## config.mk

```make
export PLATFORM = sky130hd
export DESIGN_NAME = rom_release_seq
export DESIGN_NICKNAME = d
export VERILOG_FILES = /design/src/rtl/rom_release_seq.sv
export SDC_FILE = /design/constraint.sdc
export NUM_CORES = 1
export LEC_CHECK = 0
export ABC_AREA = 1
export CORE_MARGIN = 3
export CORE_UTILIZATION = 50
export DETAILED_ROUTE_END_ITERATION = 10
export PLACE_DENSITY = 0.7
export SYNTH_ARGS = -nofsm -noshare
export SYNTH_HDL_FRONTEND = slang
export SYNTH_SLANG_ARGS = --single-unit
export TNS_END_PERCENT = 20
```

## constraint.sdc

```tcl
create_clock -name clk_logic -period 2.29 [get_ports clk_logic]
set_input_delay 0.5725 -clock clk_logic [delete_from_list [all_inputs] [get_ports clk_logic]]
set_output_delay 0.5725 -clock clk_logic [all_outputs]
set_load 0.02 [all_outputs]
```

## src/rtl/rom_release_seq.sv

```systemverilog
// Boot-release sequencer: waits for synchronized, unmasked ready flags to hold for STABLE_CYCLES.
// It then raises a level ROM-release request; a timeout or a force command can raise it early.
module rom_release_seq #(
    parameter int unsigned NUM_READY      = 4,
    parameter int unsigned STABLE_CYCLES  = 1024,
    parameter int unsigned TIMEOUT_CYCLES = 16777216
) (
    input  logic                 clk_logic,
    input  logic                 system_reset_n,
    input  logic [NUM_READY-1:0] ready_i,
    input  logic [NUM_READY-1:0] ready_mask_i,
    input  logic                 force_release_i,
    input  logic                 rom_en_i,
    output logic                 req_rom_release_o,
    output logic                 fault_o,
    output logic [NUM_READY-1:0] ready_sync_o,
    output logic [1:0]           state_o
);

    localparam int unsigned SW = $clog2(STABLE_CYCLES + 1);
    localparam int unsigned TW = (TIMEOUT_CYCLES == 0) ? 1 : $clog2(TIMEOUT_CYCLES + 1);
    localparam logic [SW-1:0] STABLE_LAST = SW'(STABLE_CYCLES - 1);
    localparam logic [TW-1:0] TMO_LAST    = (TIMEOUT_CYCLES == 0) ? '0 : TW'(TIMEOUT_CYCLES - 1);

    typedef enum logic [1:0] {
        ST_WAIT    = 2'd0,
        ST_STABLE  = 2'd1,
        ST_RELEASE = 2'd2,
        ST_DONE    = 2'd3
    } state_t;

    state_t               state;
    logic [SW-1:0]        stable_cnt;
    logic [TW-1:0]        tmo_cnt;
    logic [NUM_READY-1:0] sync1;
    logic [NUM_READY-1:0] sync2;

    logic all_ok;
    logic armed;
    logic stable_done;
    logic tmo_hit;

    always_ff @(posedge clk_logic or negedge system_reset_n) begin
        if (!system_reset_n) begin
            sync1 <= '0;
            sync2 <= '0;
        end else begin
            sync1 <= ready_i;
            sync2 <= sync1;
        end
    end

    assign all_ok      = &(sync2 | ~ready_mask_i);
    assign armed       = (state == ST_WAIT) || (state == ST_STABLE);
    assign stable_done = (state == ST_STABLE) && all_ok && (stable_cnt == STABLE_LAST);
    assign tmo_hit     = (TIMEOUT_CYCLES != 0) && (tmo_cnt == TMO_LAST);

    always_ff @(posedge clk_logic or negedge system_reset_n) begin
        if (!system_reset_n) begin
            state      <= ST_WAIT;
            stable_cnt <= '0;
            tmo_cnt    <= '0;
            fault_o    <= 1'b0;
        end else begin
            if (armed && (tmo_cnt != '1)) begin
                tmo_cnt <= tmo_cnt + 1'b1;
            end
            case (state)
                ST_WAIT, ST_STABLE: begin
                    // Ordering encodes release priority; fault only when the timeout acts alone.
                    if (!rom_en_i) begin
                        state <= ST_DONE;
                    end else if (stable_done || force_release_i) begin
                        state <= ST_RELEASE;
                    end else if (tmo_hit) begin
                        state   <= ST_RELEASE;
                        fault_o <= 1'b1;
                    end else if (!all_ok) begin
                        state      <= ST_WAIT;
                        stable_cnt <= '0;
                    end else if (state == ST_WAIT) begin
                        state      <= ST_STABLE;
                        stable_cnt <= '0;
                    end else begin
                        stable_cnt <= stable_cnt + 1'b1;
                    end
                end
                ST_RELEASE: begin
                    if (!rom_en_i) begin
                        state <= ST_DONE;
                    end
                end
                default: ;
            endcase
        end
    end

    // RELEASE and DONE share bit 1, so the request is a bare flop output.
    assign req_rom_release_o = state[1];
    assign ready_sync_o      = sync2;
    assign state_o           = state;

endmodule

```

# Yosys cells after proc, flatten, opt, wreduce, memory -nomap -nowiden
# Cells that the tools add are included.
word_totals:
  register_bits: 47
  latch_bits: 0
  ramBits: 0
  romBits: 0
  input_bits: 12
  out_inout_bits: 8
  wordCells: 40
  memories: 0
classes:
  addsub: 2
  multipliers: 0
  div_mod_pow: 0
  magnitude_cmp: 0
  eq_ne: 7
  shift: 0
  muxes: 9
  n_bitwise: 4
  n_reduce_logical: 12
ops:
  columns: ["operator", "count"]
  rows:
  - ["$add 25x1->25 const B", 1]
  - ["$eq 25x24->1 const B", 1]
  - ["$ne 25x25->1 const B", 1]
  - ["$mux 11", 2]
  - ["$mux 2", 6]
  - ["$reduce_and 4->1", 3]
  - ["$add 11x1->11 const B", 1]
  - ["$eq 11x10->1 const B", 1]
  - ["$ne 6x6->1 const B", 1]
  - ["$not 4->4", 1]
  - ["$or 4x4->4", 1]
  - ["$pmux 2 s2", 1]
  - ["$logic_and 1x1->1", 3]
  - ["$reduce_and 3->1", 1]
  - ["$eq 2x1->1 const B", 1]
  - ["$eq 2x2->1 const B", 1]
  - ["$logic_not 2->1", 1]
  - ["$logic_or 1x1->1", 2]
  - ["$ne 2x2->1 const B", 1]
  - ["$not 1->1", 2]
  - ["$reduce_bool 2->1", 1]
  - ["$reduce_or 2->1", 1]

# Logic depth before layout (Yosys ltp)
# Gate-level depths: netlist of run 1.
depth:
  depth_word: 9
  ltp_mapped: 11
  depth_no_buf: 11

# Least setup slack after synthesis of run 1
# OpenSTA, ideal clock, no wires.
synth_path:
  path_kind: "in2reg"
  from: "input port ready_mask_i[0]"
  to: "register stable_cnt[9]"
  setup_time_ns: 0.126
  arrival_ns: 1.563
  required_ns: 2.164
  path_slack_ns: 0.600
  cell_stages: 9
  n_path_buf: 1
  cell_sequence: "nand2_1 nand2_1 nor2_1 nand3_1 nand3_1 nor2_2 nand2_2 buf_6 o21ai_0"
synth_via:
  elab_chain_cells: 8
  elab_cells_between_ends: 9
  cone_classes: "mux: 1; bitwise: 3; reduce/logical: 5"
synth_rtl:
  columns: ["element", "line_no", "rtl"]
  rows:
  - ["start: declaration", "11", "input logic [NUM_READY-1:0] ready_mask_i,"]
  - ["$not 4->4 *", "53", "assign all_ok = &(sync2 | ~ready_mask_i);"]
  - ["$or 4x4->4 *", "53", null]
  - ["$reduce_and 4->1 *", "53", null]
  - ["$logic_and 1x1->1 (2 in series)", "55", "assign stable_done = (state == ST_STABLE) && all_ok && (stable_cnt == STABLE_LAST);"]
  - ["$logic_or 1x1->1", "73", "end else if (stable_done || force_release_i) begin"]
  - ["$not 1->1 (no source line)", null, null]
  - ["$reduce_and 4->1 (no source line)", null, null]
  - ["end signal: assignment", "85", "stable_cnt <= stable_cnt + 1'b1;"]
  - ["end: declaration", "33", "logic [SW-1:0] stable_cnt;"]
# Mark *: on every way between the ends. The rest lies on a longest branch, timed or not.
# A chain may end at the register's enable or synchronous reset.

# Worst setup path in the final report of run 1
layout_path:
  from: "register stable_cnt[0]"
  to: "register stable_cnt[7]"
layout_via:
  elab_chain_cells: 5
  elab_cells_between_ends: 8
  cone_classes: "add/sub: 1; eq/ne: 1; mux: 2; bitwise: 1; reduce/logical: 3"
layout_rtl:
  columns: ["element"]
  rows:
  - ["parallel branches: the longest is 5 deep, another holds $add 11x1->11"]
# Parallel ways; which one is timed is not known.

==> metrics, run 1 <==
vertical die dimension approximately 79 µm; DRC viols 0; number of storage elements in the synthesis netlist 47; overflow left after global routing 0; routed length per placed instance between 10 and 15 µm; Max H-tree Level 2; slew at the pin closest to its max-slew limit about 0.6 ns; family of cells with the greatest summed delay on the critical path simple AND/OR/NAND/NOR gates; tightest hold margin between 0.2 and 0.3 ns; placed instance area between 0.002 and 0.003 mm²; via count of the first global-routing pass a little over 2,000; worst-skew pair later-pin latency roughly 0.30 ns; number of gates given a new drive strength after cts 0; Longest Clk Path Bufs 2; CP endpoint kind register; WP data required about 2.5 ns; number of placed instances, taps included 425; total length of routed wires 5.37 mm; iteration count of the initial detailed-routing pass 4; highest-delay cell along the critical path dfrtp_1; fin nets 379; category of the critical setup timing path register to register; Core Area just under 0.005 mm²; width of the chip just under 80 µm; Cell Area, Synth between 0.002 and 0.003 mm²; total count of max-transition violations in the final report 0; clock tree skew after final layout about 0.012 ns; sequential element share of the synthesized area ~44%; Most common cell on crit path nand3_1; min setup slack post-route between 0.2 and 0.25 ns; Flop pwr share about half; antenna cells 0; worst min-delay path category input port to asynchronous set/reset pin; maximum ir drop on the vdd rail between 0.3 and 0.4 mV; TritonCTS clock tree done; buffers inserted by post-CTS timing repair 0; effective utilization at floorplan between 50% and 60%; unrepaired setup endpoints after global routing false; fraction of final layout cells sized beyond drive strength 1 10.9%; CTS Buf Count 5; busiest layer in global routing met2; first-pass GRT wire length a little over 9 mm; leak pwr 1.37 nW; synthesized instance count between 300 and 400; arrival time worst endpoint between 2 and 2.5 ns; maximum net fanout on the critical path 17; Net Sw Frac between 20% and 30%; met2 usage roughly 30%; number of sinks on the clock net 47; average instance area after synthesis between 7 and 8 µm²; Final Critical Period between 2 and 2.5 ns; net switching power figure between 0.3 and 0.4 mW; outcome complete, no violations; worst path cell trace ha_1 -> nand3_1 -> nor2_1 -> nand3_1 -> nand3_1 -> nor2_2 -> nand2_2 -> inv_1 -> nand2_1 -> nand2_1; total via count after detailed routing about 2,200; final-layout setup total negative slack 0 ns; PortBufs 19; Cell Pwr Density 557 mW/mm²; Yosys warning count 0; pre-CTS WS 0.138 ns; share of power burned in the clock network approximately two fifths; # hold bufs at CTS 0; routing usage on met1 between 20 and 30%; synthesis-to-finish area growth 14.7%; maximum number of pins on one net before global-route repair 27; post-route non-filler standard cell count ~430; number of setup violations in the final report 0; number of antenna-violating nets in the routed design 0; clock root buffer clkbuf_8; worst slew margin relative to its limit roughly three fifths; placer's final routability congestion estimate just under 0.9; Internal roughly 1.3 mW; design area approximately 0.003 mm²; fraction of power consumed by combinational cells 7.4%; die area 0.00623 mm²; total I/O pin count 20; buffers and inverters on the worst path 1; max frequency a little under 500 MHz; num rows 25; total nets after synthesis 354; number of distinct library cell variants in the gate-level netlist after synthesis 28; routing usage on met3 around 4.6%; half-perimeter wire length after placement 4.01 mm; Vias per Instance between 5 and 6; MaxCap Viol Count 0; slowest cell delay on critical path 0.49 ns; GRT Util Overall 18.6%; clock transition at the register clock pins on the worst setup and hold paths after CTS roughly 0.090 ns; kind of start point of the critical path register; share of the cycle needed by the critical path after routing roughly 90%; final number of hold-violating endpoints 0; Iteration-0 DRC Markers approximately 140; antenna violations before repair 0
==> flip-flops by register name (all words and copies together) (netlist names) <==
signal / count
fault_o: 1
state_o: 2
tmo_cnt: 25
ready_sync_o: 4
sync1: 4
stable_cnt: 11
==> cell usage after synthesis <==
master    instances  area, µm²
xor2_1           17        149
nor4_1            1       6.26
nand2_2          10       62.6
nor2_1           36        135
ha_1              2       25.0
nand3b_1          1       7.51
buf_6             4       45.0
o31ai_1           1       7.51
a21boi_0          1       7.51
nor3b_1           2       15.0
o21ai_1           3       15.0
nor3_4            1       16.3
nand2_1         104        390
buf_4             1       7.51
nand3_1          15       75.1
nor2_4            1       11.3
dfrtp_1          47       1180
nand4_1           7       43.8
inv_4             1       6.26
a21oi_1           1       5.00
xnor2_1           7       61.3
nand3_2           1       10.0
inv_1            39        146
nor2_2            4       25.0
o21ai_2           9       78.8
o21ai_0          13       65.1
nor3_1           10       50.1
o21ai_4           1       16.3
==> per-stage QoR <==
stage               power, mW  util [%]
global placement         1.01      59.1
detailed placement       1.01      59.1
CTS                      1.73      61.7
finish                   1.70      61.7
floorplan               0.935         -
global route             1.78      61.7
==> kinds of logic after synthesis <==
group | share of synthesized area [%]
AO/OA/AOI/OAI | 7.34
XOR/XNOR | 7.90
adder cells (fa/ha/maj) | 0.941
buffers and inverters | 7.71
flip-flops | 44.2
AND/OR/NAND/NOR | 31.9
==> placed cells by master (no fill, tap or decap), drive strengths merged <==
cell type      instances
xnor2                  7
nor4                   1
clkdlybuf4s50         18
nor3b                  2
buf                    5
a21oi                  1
nor2                  41
xor2                  17
o31ai                  1
a21boi                 1
ha                     2
nand2                114
nor3                  11
nand3                 16
clkbuf                 6
bufinv                 2
dfrtp                 47
o21ai                 26
nand3b                 1
inv                   40
nand4                  7
==> worst paths after layout <==
path / start / end / slack (ns) / cells past startpoint
min in group clk_logic: sync1[1]$_DFF_PN0_ / ready_sync_o[1]$_DFF_PN0_ / 0.35 / 0
setup / recovery: stable_cnt[0]$_DFFE_PN0P_ / stable_cnt[7]$_DFFE_PN0P_ / 0.25 / 10
setup reg to reg: stable_cnt[0]$_DFFE_PN0P_ / stable_cnt[7]$_DFFE_PN0P_ / 0.25 / 10
hold reg to reg: sync1[1]$_DFF_PN0_ / ready_sync_o[1]$_DFF_PN0_ / 0.35 / 0
hold / removal: system_reset_n / tmo_cnt[24]$_DFFE_PN0P_ / 0.27 / 1
max in group asynchronous: system_reset_n / tmo_cnt[19]$_DFFE_PN0P_ / 1.48 / 2
==> area by class of cell <==
type / instances / area, µm²
clock buffer: 6 / 72.6
clock inverter: 2 / 60.1
fill: 454 / 1890
inverter: 40 / 153
multi-input combinational: 248 / 1280
sequential: 47 / 1180
tap: 67 / 83.8
timing repair buffer: 23 / 228
==> routing by layer <==
layer / routed length [µm] / up-vias
met4: 23 / 0
met2: 2610 / 37
li1: - / 1116
met1: 2520 / 1025
met5: 0 / -
met3: 209 / 4
==> power groups by stage <==
stage               clock, mW  combinational, mW  sequential [mW]
global placement            0              0.126            0.887
floorplan                   0             0.0376            0.897
global route            0.765              0.141            0.873
finish                  0.705              0.125            0.869
CTS                     0.729              0.128            0.869
detailed placement          0              0.128            0.886
No activity file was read; power rests on OpenSTA's default activity.
==> run 2, diff against run 1 <==
Settings changed: SETUP_SLACK_MARGIN set to 0.3.
==> metrics, run 2 (synthesis gave the netlist of run 1 again) <==
number of sinks on the clock net 47 (unchanged); via count of the first global-routing pass 2,030 (unchanged); family of cells with the greatest summed delay on the critical path buffers and inverters (was simple AND/OR/NAND/NOR gates); number of setup violations in the final report 0 (unchanged); maximum number of pins on one net before global-route repair 27 (unchanged); first-pass GRT wire length 9.27 mm (unchanged); slew at the pin closest to its max-slew limit 0.598 ns (was 0.599 ns); worst path cell trace clkdlybuf4s50_1 (was ha_1 -> nand3_1 -> nor2_1 -> nand3_1 -> nand3_1 -> nor2_2 -> nand2_2 -> inv_1 -> nand2_1 -> nand2_1); fraction of final layout cells sized beyond drive strength 1 12.0% (was 10.9%); die area 0.00623 mm² (unchanged); max frequency 513 MHz (was 490 MHz); num rows 25 (unchanged); net switching power figure 0.359 mW (was 0.357 mW); number of antenna-violating nets in the routed design 0 (unchanged); outcome complete, no violations (unchanged); cell count along the critical path 1 (was 10); worst min-delay path category input port to asynchronous set/reset pin (unchanged); Internal 1.34 mW (about the same); worst-skew pair later-pin latency 0.30 ns (about the same); commonest non-fill, non-tap cell in the layout nand2_1 (unchanged); Cell Pwr Density 553 mW/mm² (was 557 mW/mm²); width of the chip 78.9 µm (unchanged); DRC viols 0 (unchanged); worst slew margin relative to its limit 60.1% (about the same); vertical die dimension 78.9 µm (unchanged); share of the cycle needed by the critical path after routing 85.1% (was 89.1%); unrepaired setup endpoints after global routing true (was false); overflow left after global routing 0 (unchanged); total count of max-transition violations in the final report 0 (unchanged); kind of start point of the critical path register (unchanged); # hold bufs at CTS 0 (unchanged); GRT Util Overall 18.6% (unchanged); Vias per Instance 5.04 (about the same); TritonCTS clock tree done (unchanged); maximum ir drop on the vdd rail 0.329 mV (about the same); WP data required 1.72 ns (was 2.47 ns); post-route non-filler standard cell count 433 (unchanged); most frequent cells in the layout nand2_1 (104), dfrtp_1 (45), inv_1 (39) (was nand2_1 (104), dfrtp_1 (47), inv_1 (39)); slowest cell delay on critical path 0.63 ns (was 0.49 ns); antenna violations before repair 0 (unchanged); PortBufs 19 (unchanged); Iteration-0 DRC Markers 148 (was 137); largest registers ranked by flip-flop count tmo_cnt (25), stable_cnt (11) (unchanged); category of the critical setup timing path register to output port (was register to register); leak pwr 1.39 nW (was 1.37 nW); arrival time worst endpoint 1.38 ns (was 2.22 ns); clock root buffer clkbuf_8 (unchanged); placer's final routability congestion estimate 0.874 (unchanged); Worst R2R Setup Slack 0.47 ns (was 0.25 ns); clock tree skew after final layout 0.0101 ns (was 0.0120 ns); Max H-tree Level 2 (unchanged); Net Sw Frac 21.1% (was 21.0%); r2r worst-path depth 8 (was 10); fraction of power consumed by combinational cells 7.3% (was 7.4%); total via count after detailed routing 2,184 (was 2,182); synthesis-to-finish area growth 15.6% (was 14.7%); routed length per placed instance 12.5 µm (was 12.4 µm); iteration count of the initial detailed-routing pass 5 (was 4); max reg flops 25 (unchanged); CTS Buf Count 5 (unchanged); antenna cells 0 (unchanged); Flop pwr share 51.1% (about the same); final-layout setup total negative slack 0 ns (unchanged); clock transition at the register clock pins on the worst setup and hold paths after CTS 0.09 ns (about the same); total I/O pin count 20 (unchanged); register bank with the most flops tmo_cnt (unchanged); maximum net fanout on the critical path 9 (was 17); half-perimeter wire length after placement 4.01 mm (unchanged); CP endpoint kind output port (was register); fin nets 379 (unchanged); buffers and inverters on the worst path 1 (unchanged); total length of routed wires 5.40 mm (was 5.37 mm); Longest Clk Path Bufs 2 (unchanged); MaxCap Viol Count 0 (unchanged); share of power burned in the clock network 41.6% (was 41.5%); final number of hold-violating endpoints 0 (unchanged); Core Area 0.00494 mm² (unchanged); highest-delay cell along the critical path clkdlybuf4s50_1 (was dfrtp_1); Final Critical Period 1.95 ns (was 2.04 ns); number of placed instances, taps included 425 (unchanged); effective utilization at floorplan 53.8% (unchanged)
-- run 2: cell types whose count changed in the layout (fill, tap and decap cells not counted), sizes merged --
cell | previous run | this run
dlymetal6s2s | 0 | 1
clkdlybuf4s50 | 18 | 16
dlygate4sd2 | 0 | 1
-- run 2: routing by layer --
metal  share of wire (%)  global-route usage [%]  up-vias
li1                    -                       -     1115
met1                  47                    25.0     1027
met2                  48                    30.4       38
met3                 3.7                    4.65        4
met4                0.43                    4.47        0
met5                   0                       0        -
-- run 2: final cells by class --
class | instances | area [µm²]
Timing Repair Buffer | 23 | 229
Multi-Input combinational cell | 248 | 1300
Clock inverter | 2 | 60.1
Clock buffer | 6 | 72.6
Sequential cell | 47 | 1180
Inverter | 40 | 153
Fill cell | 455 | 1870
Tap cell | 67 | 83.8
-- run 2: path summary, 6_finish.rpt --
kind / endpoint / from
min in group clk_logic: ready_sync_o[1]$_DFF_PN0_ / sync1[1]$_DFF_PN0_
max in group asynchronous: tmo_cnt[22]$_DFFE_PN0P_ / system_reset_n
worst min register to register: ready_sync_o[1]$_DFF_PN0_ / sync1[1]$_DFF_PN0_
worst min-delay path: tmo_cnt[24]$_DFFE_PN0P_ / system_reset_n
worst max-delay path: state_o[1] / state_o[1]$_DFFE_PN0P_
worst max register to register: stable_cnt[0]$_DFFE_PN0P_ / stable_cnt[0]$_DFFE_PN0P_
-- run 2: power groups by stage --
| stage | logic, mW | clock network (mW) | registers [mW] |
|---|---|---|---|
| global route | 0.140 | 0.765 | 0.872 |
| detailed placement | 0.128 | 0 | 0.886 |
| finish | 0.125 | 0.707 | 0.869 |
| CTS | 0.128 | 0.729 | 0.869 |
| floorplan | 0.0376 | 0 | 0.897 |
| global placement | 0.126 | 0 | 0.887 |
-- run 2: repair_timing --
item | 4_1_cts | 5_1_grt
buffers inserted | 0 | 0
gates resized for setup | 1 | 8
setup endpoints to repair | 5 | 14
-- run 2: per-stage QoR --
step	hold WS, ns	power [mW]	cell area, µm²	utilization, %	worst slack, ns
3_3_place_gp	0.332	1.01	2920	59.1	0.194
6_report	0.274	1.70	3080	62.2	0.342
2_1_floorplan	0.277	0.935	2660	-	0.600
3_5_place_dp	0.336	1.01	2920	59.1	0.138
5_1_grt	0.303	1.78	3080	62.2	0.280
4_1_cts	0.276	1.73	3050	61.7	0.250
-- run 2: worst reg2reg max path: cells and delay by family, from the launching register on --
kind                       cells  cell delay [ns]
and+or+nand+nor                6             0.83
adders and majority gates      1             0.24
DFF                            1             0.46
AOI/OAI and AO/OA              1             0.20
==> run 3, diff against run 2 <==
Settings changed: CORE_ASPECT_RATIO set to 2, CORE_UTILIZATION 50 to 58, PLACE_DENSITY 0.7 to 0.79.
==> metrics, run 3 (synthesis gave the netlist of run 1 again) <==
Iteration-0 DRC Markers 46 (was 148); GRT Util Overall 24.9% (was 18.6%); category of the critical setup timing path register to output port (unchanged); Cell Pwr Density 557 mW/mm² (was 553 mW/mm²); total I/O pin count 20 (unchanged); PortBufs 19 (unchanged); CP endpoint kind output port (unchanged); Vias per Instance 5.32 (was 5.04); wl on met1 2.18 mm (was 2.56 mm); max reg flops 25 (unchanged); arrival time worst endpoint 1.38 ns (about the same); final number of hold-violating endpoints 0 (unchanged); number of sinks on the clock net 47 (unchanged); number of antenna-violating nets in the routed design 0 (unchanged); vertical die dimension 102 µm (was 78.9 µm); max frequency 512 MHz (was 513 MHz); placer's final routability congestion estimate 0.983 (was 0.874); kind of start point of the critical path register (unchanged); maximum number of pins on one net before global-route repair 26 (was 27); worst-skew pair later-pin latency 0.30 ns (about the same); CTS Buf Count 5 (unchanged); via count of the first global-routing pass 2,251 (was 2,030); DRC viols 0 (unchanged); maximum net fanout on the critical path 6 (was 9); die area 0.00548 mm² (was 0.00623 mm²); commonest non-fill, non-tap cell in the layout nand2_1 (unchanged); overflow left after global routing 0 (unchanged); total length of routed wires 6.20 mm (was 5.40 mm); highest signal layer in the routed design met4 (unchanged); fin nets 381 (was 379); width of the chip 53.9 µm (was 78.9 µm); outcome complete, no violations (unchanged); fraction of final layout cells sized beyond drive strength 1 12.8% (was 12.0%); register bank with the most flops tmo_cnt (unchanged); routed length per placed instance 14.7 µm (was 12.5 µm); unrepaired setup endpoints after global routing true (unchanged); num rows 34 (was 25); # hold bufs at CTS 0 (unchanged); total count of max-transition violations in the final report 0 (unchanged); largest registers ranked by flip-flop count tmo_cnt (25), stable_cnt (11) (unchanged); Core Area 0.00438 mm² (was 0.00494 mm²); half-perimeter wire length after placement 4.67 mm (was 4.01 mm); number of setup violations in the final report 0 (unchanged); clock transition at the register clock pins on the worst setup and hold paths after CTS 0.09 ns (about the same); slowest cell delay on critical path 0.64 ns (was 0.63 ns); wire length on met3 173 µm (was 201 µm); met2 wirelength from detailed routing 3.52 mm (was 2.62 mm); first-pass GRT wire length 9.94 mm (was 9.27 mm); buffers and inverters on the worst path 1 (unchanged); Max H-tree Level 2 (unchanged); Final Critical Period 1.95 ns (about the same); family of cells with the greatest summed delay on the critical path buffers and inverters (unchanged); highest-delay cell along the critical path clkdlybuf4s50_1 (unchanged); effective utilization at floorplan 60.7% (was 53.8%); antenna cells 0 (unchanged); slew at the pin closest to its max-slew limit 0.572 ns (was 0.598 ns); TritonCTS clock tree done (unchanged); worst path cell trace clkdlybuf4s50_1 (unchanged); WP data required 1.72 ns (about the same); worst min-delay path category input port to asynchronous set/reset pin (unchanged); power after layout 1.72 mW (was 1.70 mW); worst slew margin relative to its limit 61.9% (was 60.1%); final-layout setup total negative slack 0 ns (unchanged); synthesis-to-finish area growth 15.8% (was 15.6%); leak pwr 1.38 nW (was 1.39 nW); MaxCap Viol Count 0 (unchanged); clock root buffer clkbuf_8 (unchanged); iteration count of the initial detailed-routing pass 4 (was 5); total via count after detailed routing 2,247 (was 2,184); clock tree skew after final layout 0.0106 ns (was 0.0101 ns); Longest Clk Path Bufs 2 (unchanged); antenna violations before repair 0 (unchanged); maximum ir drop on the vdd rail 0.541 mV (was 0.329 mV); share of the cycle needed by the critical path after routing 85.2% (was 85.1%); most frequent cells in the layout nand2_1 (104), dfrtp_1 (47), inv_1 (39) (was nand2_1 (104), dfrtp_1 (45), inv_1 (39))
run 3: path summary, 6_finish.rpt:
| check | startpoint | slack, ns | end | cells past startpoint |
|---|---|---|---|---|
| worst max-delay path | state_o[0]$_DFFE_PN0P_ | 0.34 | state_o[0] | 1 |
| worst min-delay path | system_reset_n | 0.25 | stable_cnt[1]$_DFFE_PN0P_ | 1 |
| worst max register to register | tmo_cnt[0]$_DFFE_PN0P_ | 0.42 | tmo_cnt[12]$_DFFE_PN0P_ | 8 |
| worst min register to register | sync1[2]$_DFF_PN0_ | 0.35 | ready_sync_o[2]$_DFF_PN0_ | 0 |
| max in group asynchronous | system_reset_n | 1.51 | tmo_cnt[23]$_DFFE_PN0P_ | 2 |
| min in group clk_logic | sync1[2]$_DFF_PN0_ | 0.35 | ready_sync_o[2]$_DFF_PN0_ | 0 |
run 3: routing by layer:
metal  track usage, %  up-vias
met5                0        -
met4             15.7        0
met3             3.98       32
met2             46.0       57
met1             23.5     1039
li1                 -     1119
run 3: stage by stage:
step	util [%]	setup slack [ns]	cell area, µm²	hold slack, ns	instances
floorplan	-	0.600	2660	0.277	340
global placement	66.2	0.184	2900	0.331	412
detailed placement	66.2	0.140	2900	0.339	412
CTS	69.3	0.262	3040	0.266	420
global route	70.3	0.274	3080	0.275	422
finish	70.3	0.338	3080	0.254	422
run 3: power by group:
group          total (mW)  internal [mW]  switching, mW
sequential          0.869          0.848         0.0212
clock               0.716          0.436          0.280
combinational       0.130         0.0597         0.0701
run 3: final cells by class:
class / count / area [µm²]
multi-input combinational: 248 / 1310
fill: 351 / 1300
tap: 54 / 67.6
timing repair buffer: 25 / 244
inverter: 40 / 153
clock inverter: 2 / 60.1
sequential: 47 / 1180
clock buffer: 6 / 72.6
run 3: timing repair:
item	in CTS	in global routing
buffers inserted	0	2
endpoints found under the setup margin	8	34
pin swaps	0	1
gates resized for setup	2	7
